File: src/rtl/psum_quant_writeback.sv
// Write-back stage: accepts core partial sums, quantizes them (round, saturate, optional ReLU)
// and writes them to the output memory at consecutive addresses.
module psum_quant_writeback #(
    parameter int unsigned PSUM_BW      = 32,
    parameter int unsigned OUTPUT_BW    = 8,
    parameter int unsigned OUT_MEM_ADDR = 16
) (
    input  logic                           clk,
    input  logic                           resetn,
    input  logic                           start,
    input  logic [5:0]                     OH,
    input  logic [5:0]                     OW,
    input  logic [7:0]                     OC,
    input  logic [4:0]                     SHIFT,
    input  logic                           RELU_EN,
    output logic                           done,
    input  logic                           psum_valid,
    output logic                           psum_ready,
    input  logic signed [PSUM_BW-1:0]      psum_data,
    output logic                           out_mem_we,
    output logic [OUT_MEM_ADDR-1:0]        out_mem_addr,
    output logic signed [OUTPUT_BW-1:0]    out_mem_data
);

    localparam int unsigned CNT_W = 20;
    localparam int unsigned EXT_W = PSUM_BW + 1;

    localparam logic [1:0] S_IDLE  = 2'd0;
    localparam logic [1:0] S_RUN   = 2'd1;
    localparam logic [1:0] S_FLUSH = 2'd2;
    localparam logic [1:0] S_DONE  = 2'd3;

    localparam logic signed [EXT_W-1:0] SAT_MAX = EXT_W'((64'sd1 <<< (OUTPUT_BW - 1)) - 64'sd1);
    localparam logic signed [EXT_W-1:0] SAT_MIN = EXT_W'(-(64'sd1 <<< (OUTPUT_BW - 1)));

    logic [1:0]                  state_q, state_d;
    logic [CNT_W-1:0]            cnt_q, cnt_d;
    logic [CNT_W-1:0]            total_q, total_d;
    logic [4:0]                  shift_q, shift_d;
    logic                        relu_q, relu_d;
    logic                        ready_q, ready_d;
    logic                        we_q, we_d;
    logic [OUT_MEM_ADDR-1:0]     addr_q, addr_d;
    logic signed [OUTPUT_BW-1:0] data_q, data_d;
    logic                        done_q, done_d;

    logic [CNT_W-1:0]            total_c;
    logic                        xfer_c;
    logic signed [EXT_W-1:0]     ext_c, rnd_c, sum_c, shr_c, sat_c;
    logic signed [OUTPUT_BW-1:0] quant_c;

    assign total_c = CNT_W'(OH) * CNT_W'(OW) * CNT_W'(OC);
    assign xfer_c  = psum_valid && ready_q;

    // Quantizer: extra headroom bit keeps the rounding add from overflowing.
    always_comb begin
        ext_c = {psum_data[PSUM_BW-1], psum_data};
        rnd_c = '0;
        if (shift_q != 5'd0) begin
            rnd_c = EXT_W'(1) << (shift_q - 5'd1);
        end
        sum_c = ext_c + rnd_c;
        shr_c = sum_c >>> shift_q;
        sat_c = shr_c;
        if (shr_c > SAT_MAX) begin
            sat_c = SAT_MAX;
        end else if (shr_c < SAT_MIN) begin
            sat_c = SAT_MIN;
        end
        if (relu_q && sat_c < 0) begin
            sat_c = '0;
        end
        quant_c = OUTPUT_BW'(sat_c);
    end

    always_ff @(posedge clk) begin
        if (!resetn) begin
            state_q <= S_IDLE;
            cnt_q   <= '0;
            total_q <= '0;
            shift_q <= '0;
            relu_q  <= 1'b0;
            ready_q <= 1'b0;
            we_q    <= 1'b0;
            addr_q  <= '0;
            data_q  <= '0;
            done_q  <= 1'b0;
        end else begin
            state_q <= state_d;
            cnt_q   <= cnt_d;
            total_q <= total_d;
            shift_q <= shift_d;
            relu_q  <= relu_d;
            ready_q <= ready_d;
            we_q    <= we_d;
            addr_q  <= addr_d;
            data_q  <= data_d;
            done_q  <= done_d;
        end
    end

    // Next state; ready and done are registered from the upcoming state.
    always_comb begin
        state_d = state_q;
        cnt_d   = cnt_q;
        total_d = total_q;
        shift_d = shift_q;
        relu_d  = relu_q;
        we_d    = 1'b0;
        addr_d  = addr_q;
        data_d  = data_q;
        case (state_q)
            S_IDLE: begin
                if (start) begin
                    shift_d = SHIFT;
                    relu_d  = RELU_EN;
                    total_d = total_c;
                    cnt_d   = '0;
                    state_d = (total_c == '0) ? S_DONE : S_RUN;
                end
            end
            S_RUN: begin
                if (xfer_c) begin
                    we_d   = 1'b1;
                    addr_d = OUT_MEM_ADDR'(cnt_q);
                    data_d = quant_c;
                    cnt_d  = cnt_q + CNT_W'(1);
                    if (cnt_q == total_q - CNT_W'(1)) begin
                        state_d = S_FLUSH;
                    end
                end
            end
            S_FLUSH: state_d = S_DONE;
            S_DONE:  state_d = S_IDLE;
            default: state_d = S_IDLE;
        endcase
        ready_d = (state_d == S_RUN);
        done_d  = (state_d == S_DONE);
    end

    assign psum_ready   = ready_q;
    assign out_mem_we   = we_q;
    assign out_mem_addr = addr_q;
    assign out_mem_data = data_q;
    assign done         = done_q;

endmodule

File: config.mk
export PLATFORM = sky130hd
export DESIGN_NAME = psum_quant_writeback
export DESIGN_NICKNAME = d
export VERILOG_FILES = /design/src/rtl/psum_quant_writeback.sv
export SDC_FILE = /design/constraint.sdc
export NUM_CORES = 1
export LEC_CHECK = 0
export ABC_AREA = 1
export ABC_CLOCK_PERIOD_IN_PS = 13800
export CAP_MARGIN = 40
export CORE_MARGIN = 3
export CORE_UTILIZATION = 40
export CTS_BUF_LIST = sky130_fd_sc_hd__clkbuf_8
export DETAILED_ROUTE_END_ITERATION = 8
export DONT_BUFFER_PORTS = 1
export GPL_ROUTABILITY_DRIVEN = 0
export SYNTH_ARGS = -nofsm -noshare
export SYNTH_HDL_FRONTEND = slang
export SYNTH_SLANG_ARGS = --single-unit
export TNS_END_PERCENT = 50
File: constraint.sdc
create_clock -name clk -period 13.8 [get_ports clk]
set_input_delay 4.14 -clock clk [delete_from_list [all_inputs] [get_ports clk]]
set_output_delay 4.14 -clock clk [all_outputs]
set_load 0.1 [all_outputs]
==> results of run 1 <==
==> worst min-delay path by stage <==
stage                              from             endpoint  slack (ns)
floorplan           relu_q$_SDFFE_PN0P_  relu_q$_SDFFE_PN0P_        0.43
global placement    relu_q$_SDFFE_PN0P_  relu_q$_SDFFE_PN0P_        0.45
detailed placement  relu_q$_SDFFE_PN0P_  relu_q$_SDFFE_PN0P_        0.46
CTS                 relu_q$_SDFFE_PN0P_  relu_q$_SDFFE_PN0P_        0.47
global route        relu_q$_SDFFE_PN0P_  relu_q$_SDFFE_PN0P_        0.49
finish              relu_q$_SDFFE_PN0P_  relu_q$_SDFFE_PN0P_        0.46
==> per-stage QoR <==
stage	power, mW	setup slack [ns]
CTS	2.67	2.30
detailed placement	2.48	1.93
floorplan	2.05	2.62
finish	2.64	2.29
global route	3.02	1.72
global placement	2.42	2.09
==> power groups by stage <==
stage | clock, mW | sequential (mW) | combinational (mW)
after floorplan | 0 | 0.273 | 1.78
after global routing | 0.180 | 0.259 | 2.58
final | 0.168 | 0.257 | 2.22
after CTS | 0.172 | 0.257 | 2.24
after detailed placement | 0 | 0.262 | 2.22
after global placement | 0 | 0.278 | 2.14
==> worst max-delay path: cells and delay by family <==
family / cells / cell delay, ns
adders and majority gates: 9 / 4.26
xor gates and xnor gates: 2 / 0.72
and+or+nand+nor: 6 / 0.51
AOI/OAI and AO/OA: 10 / 1.82
buffers and inverters: 7 / 0.32
==> layer usage <==
| layer | GRT usage, % | part of all wire [%] | up-vias |
|---|---|---|---|
| met5 | 0 | 0 | - |
| met4 | 3.90 | 1.7 | 0 |
| met2 | 39.6 | 51 | 316 |
| met3 | 2.23 | 4.7 | 45 |
| li1 | - | - | 6708 |
| met1 | 27.4 | 43 | 6046 |
==> layout by cell type (no fill, tap or decap), drive strengths merged, types with 2 or more instances in the layout <==
master / netlist / final
nor4: 13 / 13
nand4: 13 / 13
or2: 6 / 6
xnor2: 23 / 23
fa: 78 / 78
clkinv: 4 / 6
inv: 373 / 374
o21bai: 5 / 5
ha: 95 / 95
clkinvlp: 0 / 3
buf: 26 / 39
o21ai: 69 / 69
nor2: 222 / 222
nor3: 22 / 22
a41oi: 2 / 2
o211ai: 4 / 4
nand3: 244 / 244
and2: 4 / 4
nand2: 707 / 707
nand3b: 2 / 2
a21oi: 73 / 73
o22ai: 3 / 3
dfxtp: 75 / 75
xor2: 43 / 43
a211oi: 7 / 7
clkbuf: 33 / 9
==> sequential cells by signal, summed over array words and instances, names as in the netlist <==
name,flops
out_mem_we,1
total_q,20
state_q,2
done,1
out_mem_data,8
relu_q,1
psum_ready,1
shift_q,5
out_mem_addr,16
cnt_q,20
==> kinds of logic (layout without fill, tap and decap cells) <==
kind of cell / after synthesis / count (layout) / share of synthesized area, %
compound gates: 173 / 173 / 7.40
buf+inv: 438 / 432 / 14.0
simple gates: 1235 / 1235 / 41.1
other cells: 1 / 2 / 0.0290
mux: 1 / 1 / 0.0775
fa+ha+maj: 173 / 173 / 21.3
xor+xnor: 66 / 66 / 4.47
flops: 75 / 75 / 11.6
==> final cells by class <==
cell class	count	area, um^2	area share, %
flip-flops and latches	75	1500	10.9
well taps	402	503	3.64
multi-input cells	1649	9610	69.5
repair buffers	39	608	4.39
clock buffers	9	124	0.895
clock inverters	7	70.1	0.506
diodes	1	2.50	0.0181
inverters	377	1420	10.2
==> flow_summary.json, run 1 <==
{
  "htree_levels": 3,
  "post_dp_cell_area_um2": 13600,
  "min_path_cells": 2,
  "worstReg2RegEnd": "out_mem_data[2]$_SDFFE_PN0P_",
  "groute.usage.overall_pct": 21.5,
  "syn_nets": 2397,
  "fillers": 3454,
  "rsz0062_at_grt": "false",
  "yosysTopAreaCellShare_pct": 19.6,
  "yosys_warnings": 0,
  "clock_sinks": 75,
  "cts_buffer_depth": 2,
  "initial_core_util_pct": 40.7,
  "synthTopCellsByArea": "nand2_1, fa_1, dfxtp_1, inv_1, ha_1",
  "netlist-cell-type-count": 57,
  "io_pins": 89,
  "critPathKind": "in2reg",
  "syn_avg_cell_area_um2": 5.98,
  "setup.worst_path.start_class": "input port",
  "r2r_cells": 35,
  "max_freq_ghz": 0.0869,
  "slowest_stage": "fa_1",
  "outcome": "completed",
  "tightest_slew_ns": 0.736,
  "gr-total-overflow": 0,
  "timing.critical_path.required_ns": 14.05,
  "ant_nets": 0,
  "yosysSeqAreaShare_pct": 11.6,
  "drv_slew": 0,
  "cts_resized": 0,
  "power.internal_mw": 1.17,
  "hold_slack_ns": 0.464,
  "synth_top_flop_cell": "dfxtp_1",
  "rows": 65,
  "numCtsBuffers": 9,
  "worstSetupStartpoint": "OH[3]",
  "fin_crit_ns": 11.51,
  "drv_cap": 0,
  "hold_viol": 0,
  "clockPowerShare_pct": 6.4,
  "combPwrFrac_pct": 83.9,
  "dp_hpwl_um": 30300,
  "nNetsFinal": 2386,
  "first_global_vias": 12676,
  "async_flop_share_pct": 0,
  "root_buffer": "clkbuf_8",
  "ys_ff_latch": 75,
  "switching_share_pct": 55.6,
  "drive_gt1_share_pct": 6.26,
  "setup_viol": 0,
  "crit_end": "state_q[1]$_SDFF_PN0_",
  "layout-area-overhead-vs-synth_pct": 7.09,
  "dp.cells": 2542,
  "critical-path-max-stage-delay_ns": 0.55,
  "grt_pass1_wl_um": 61100,
  "synth_cells": 2162,
  "cp.arrival_ns": 11.76,
  "drc": 0,
  "min_period_over_period_pct": 83.4,
  "setup_tns_ns": 0,
  "viasPerCell": 5.13,
  "worstSetupEndpointType": "register",
  "io_buffers": 0,
  "switchingPower_mw": 1.47,
  "clock_skew_ns": 0.0111,
  "dr.first_iter.drc_count": 934,
  "cts_setup_buffers": 0,
  "synth-edff-count": 0,
  "slew_headroom_pct": 50.8,
  "leakage_nw": 7.53,
  "design_area_um2": 13800,
  "synth_top_cells_by_count": "nand2_1, inv_1, nand3_1",
  "coreArea_um2": 31700,
  "wl_per_cell_um": 14.4,
  "die_w_um": 186,
  "hold_buffers": 0,
  "syn_area_um2": 12900,
  "clk_pin_slew_worst_paths_ns": 0.07,
  "dieArea_um2": 34500,
  "p_seq_share_pct": 9.7,
  "fin_cells": 2559,
  "clk_latency_ns": 0.36,
  "synth_top_area_cell": "nand2_1",
  "min_path_type": "reg2reg",
  "peakVddDrop_v": 0.000340,
  "fin_util_pct": 43.6,
  "antenna_found_initial": 1,
  "synth.most_common_cell": "nand2_1",
  "p_per_area_nw_per_um2": 191,
  "tritoncts": "done",
  "grt_max_degree": 50,
  "rrSetupSlack_ns": 8.25,
  "cp_max_fo": 8,
  "drtPass1Iterations": 5,
  "die_y_um": 186,
  "routed-via-count": 13115,
  "drt_wl_total_um": 36800,
  "reg2reg_from": "shift_q[0]$_SDFFE_PN0P_"
}
Power figures use the tool's default switching activity.
==> run 2: changes to the inputs <==
--- a/config.mk
+++ b/config.mk
@@ -6,7 +6,7 @@
 export NUM_CORES = 1
 export LEC_CHECK = 0
 export ABC_AREA = 1
-export ABC_CLOCK_PERIOD_IN_PS = 13800
+export ABC_CLOCK_PERIOD_IN_PS = 11500
 export CAP_MARGIN = 40
 export CORE_MARGIN = 3
 export CORE_UTILIZATION = 40
==> constraint.sdc (replaced) <==
create_clock -name clk -period 11.5 [get_ports clk]
set_input_delay 3.45 -clock clk [delete_from_list [all_inputs] [get_ports clk]]
set_output_delay 3.45 -clock clk [all_outputs]
set_load 0.1 [all_outputs]
==> run 2 against run 1 <==
Via count increased by 0.37%. Hold slack improved by 0.0013 ns. Clock-buffer cell count rose by 1. Clock skew is 0.0027 ns higher. Sequential power up 20%. Critical path type unchanged. Largest cell class unchanged. Highest routed layer unchanged.
==> flow_summary.json, run 2 (synthesis gave the netlist of run 1 again) <==
{
  "viasPerCell": 5.14,
  "drv_cap": 0,
  "peakVddDrop_v": 0.000409,
  "timing.critical_path.required_ns": 11.75,
  "fin_crit_ns": 10.78,
  "dr.first_iter.drc_count": 977,
  "cp_max_fo": 7,
  "numCtsBuffers": 9,
  "rows": 65,
  "worstSetupEndpointType": "register",
  "fin_cells": 2559,
  "hold_viol": 0,
  "dp.cells": 2543,
  "critPathBufInv": 9,
  "initial_core_util_pct": 40.7,
  "post_dp_cell_area_um2": 13600,
  "drc": 0,
  "path_delay_family": "adder cells",
  "coreArea_um2": 31700,
  "slowest_stage": "xor2_1",
  "setup_viol": 0,
  "leakage_nw": 7.55,
  "clk_latency_ns": 0.36,
  "rsz0062_at_grt": "false",
  "groute.usage.overall_pct": 21.9,
  "reg2reg_from": "shift_q[0]$_SDFFE_PN0P_",
  "dp_hpwl_um": 30400,
  "min_period_over_period_pct": 93.7,
  "dieArea_um2": 34500,
  "die_w_um": 186,
  "nNetsFinal": 2387,
  "clock_sinks": 75,
  "first_global_vias": 12932,
  "io_pins": 89,
  "clk_pin_slew_worst_paths_ns": 0.07,
  "min_path_type": "reg2reg",
  "critical-path-max-stage-delay_ns": 0.58,
  "setup_tns_ns": 0,
  "min_to": "relu_q$_SDFFE_PN0P_",
  "mostFrequentLayoutCells": "nand2_1, inv_1, nand3_1, nor2_1, ha_1",
  "critPathKind": "in2reg",
  "design_power_total_mw": 3.17,
  "outcome": "completed",
  "hp-start": "relu_q$_SDFFE_PN0P_",
  "final_common_cell": "nand2_1",
  "rrSetupSlack_ns": 5.98,
  "cts_resized": 0,
  "grt_pass1_wl_um": 62200,
  "setup.worst_path.start_class": "input port",
  "min_path_cells": 2,
  "htree_levels": 3,
  "routed-via-count": 13164,
  "tightest_slew_ns": 0.735,
  "cp.arrival_ns": 11.03,
  "ant_nets": 0,
  "wl_per_cell_um": 14.4,
  "hold_buffers": 0,
  "drt_wl_total_um": 37000,
  "layout-area-overhead-vs-synth_pct": 7.38,
  "drive_gt1_share_pct": 6.35,
  "drv_slew": 0,
  "cts_buffer_depth": 2,
  "die_y_um": 186,
  "p_per_area_nw_per_um2": 229,
  "worstReg2RegEnd": "out_mem_data[2]$_SDFFE_PN0P_",
  "slew_headroom_pct": 50.9,
  "tritoncts": "done",
  "grt_max_degree": 50,
  "io_buffers": 0,
  "design_area_um2": 13900,
  "r2r_cells": 37,
  "clock_skew_ns": 0.0138,
  "max_freq_ghz": 0.0928,
  "gr-total-overflow": 0,
  "drtPass1Iterations": 5,
  "cpMostUsedCell": "inv_1",
  "cts_setup_buffers": 0,
  "antenna_found_initial": 0,
  "antenna_cells": 0,
  "root_buffer": "clkbuf_8"
}
==> run 2: cell types whose count changed in the layout (fill, tap and decap cells not counted), sizes merged <==
cell	delta
buf	+1
bufinv	+1
clkbuf	+1
clkinvlp	-1
diode	-1
inv	-1
==> run 2: power breakdown <==
group	total, mW	switching, mW	internal [mW]	leakage (nW)
logic	2.64	1.62	1.02	6.83
registers	0.308	0.0212	0.287	0.610
clock network	0.230	0.102	0.128	0.108
==> run 2: worst max path at each step <==
stage / from / to / slack [ns] / cells after the start
finish: OH[3] / state_q[1]$_SDFF_PN0_ / 0.72 / 34
global route: OH[3] / state_q[1]$_SDFF_PN0_ / 0.23 / 34
CTS: OH[3] / state_q[1]$_SDFF_PN0_ / 0.78 / 34
detailed placement: OH[3] / state_q[1]$_SDFF_PN0_ / 0.41 / 34
global placement: OH[3] / state_q[1]$_SDFF_PN0_ / 0.62 / 34
floorplan: OH[3] / state_q[1]$_SDFF_PN0_ / 1.01 / 34
==> run 2: cell type report <==
cell class | count | area, um^2
timing repair buffer | 40 | 616
fill | 3480 | 17800
tap | 402 | 503
clock buffer | 10 | 138
multi-input combinational | 1649 | 9610
inverter | 377 | 1420
clock inverter | 6 | 88.8
sequential | 75 | 1500
==> run 2: tightest hold or removal path: cells and delay by family, from the launching register on <==
kind                   cells  cell delay, ns
buffers and inverters      1            0.06
AO/OA/AOI/OAI              1            0.06
flip-flops                 1            0.30
==> run 2: layer usage <==
layer / share of wire (%) / track usage (%) / up-vias
met1: 43 / 27.9 / 6092
met3: 4.4 / 2.44 / 65
met2: 50 / 39.8 / 311
met4: 2.3 / 5.06 / 0
li1: - / - / 6696
met5: 0 / 0 / -
==> run 2: metrics by stage <==
step           setup WS [ns]  hold slack (ns)  utilization (%)
6_report               0.720            0.465             43.7
4_1_cts                0.782            0.461             43.7
3_5_place_dp           0.410            0.450             43.0
2_1_floorplan           1.01            0.430                -
5_1_grt                0.234            0.483             43.7
3_3_place_gp           0.623            0.447             41.4
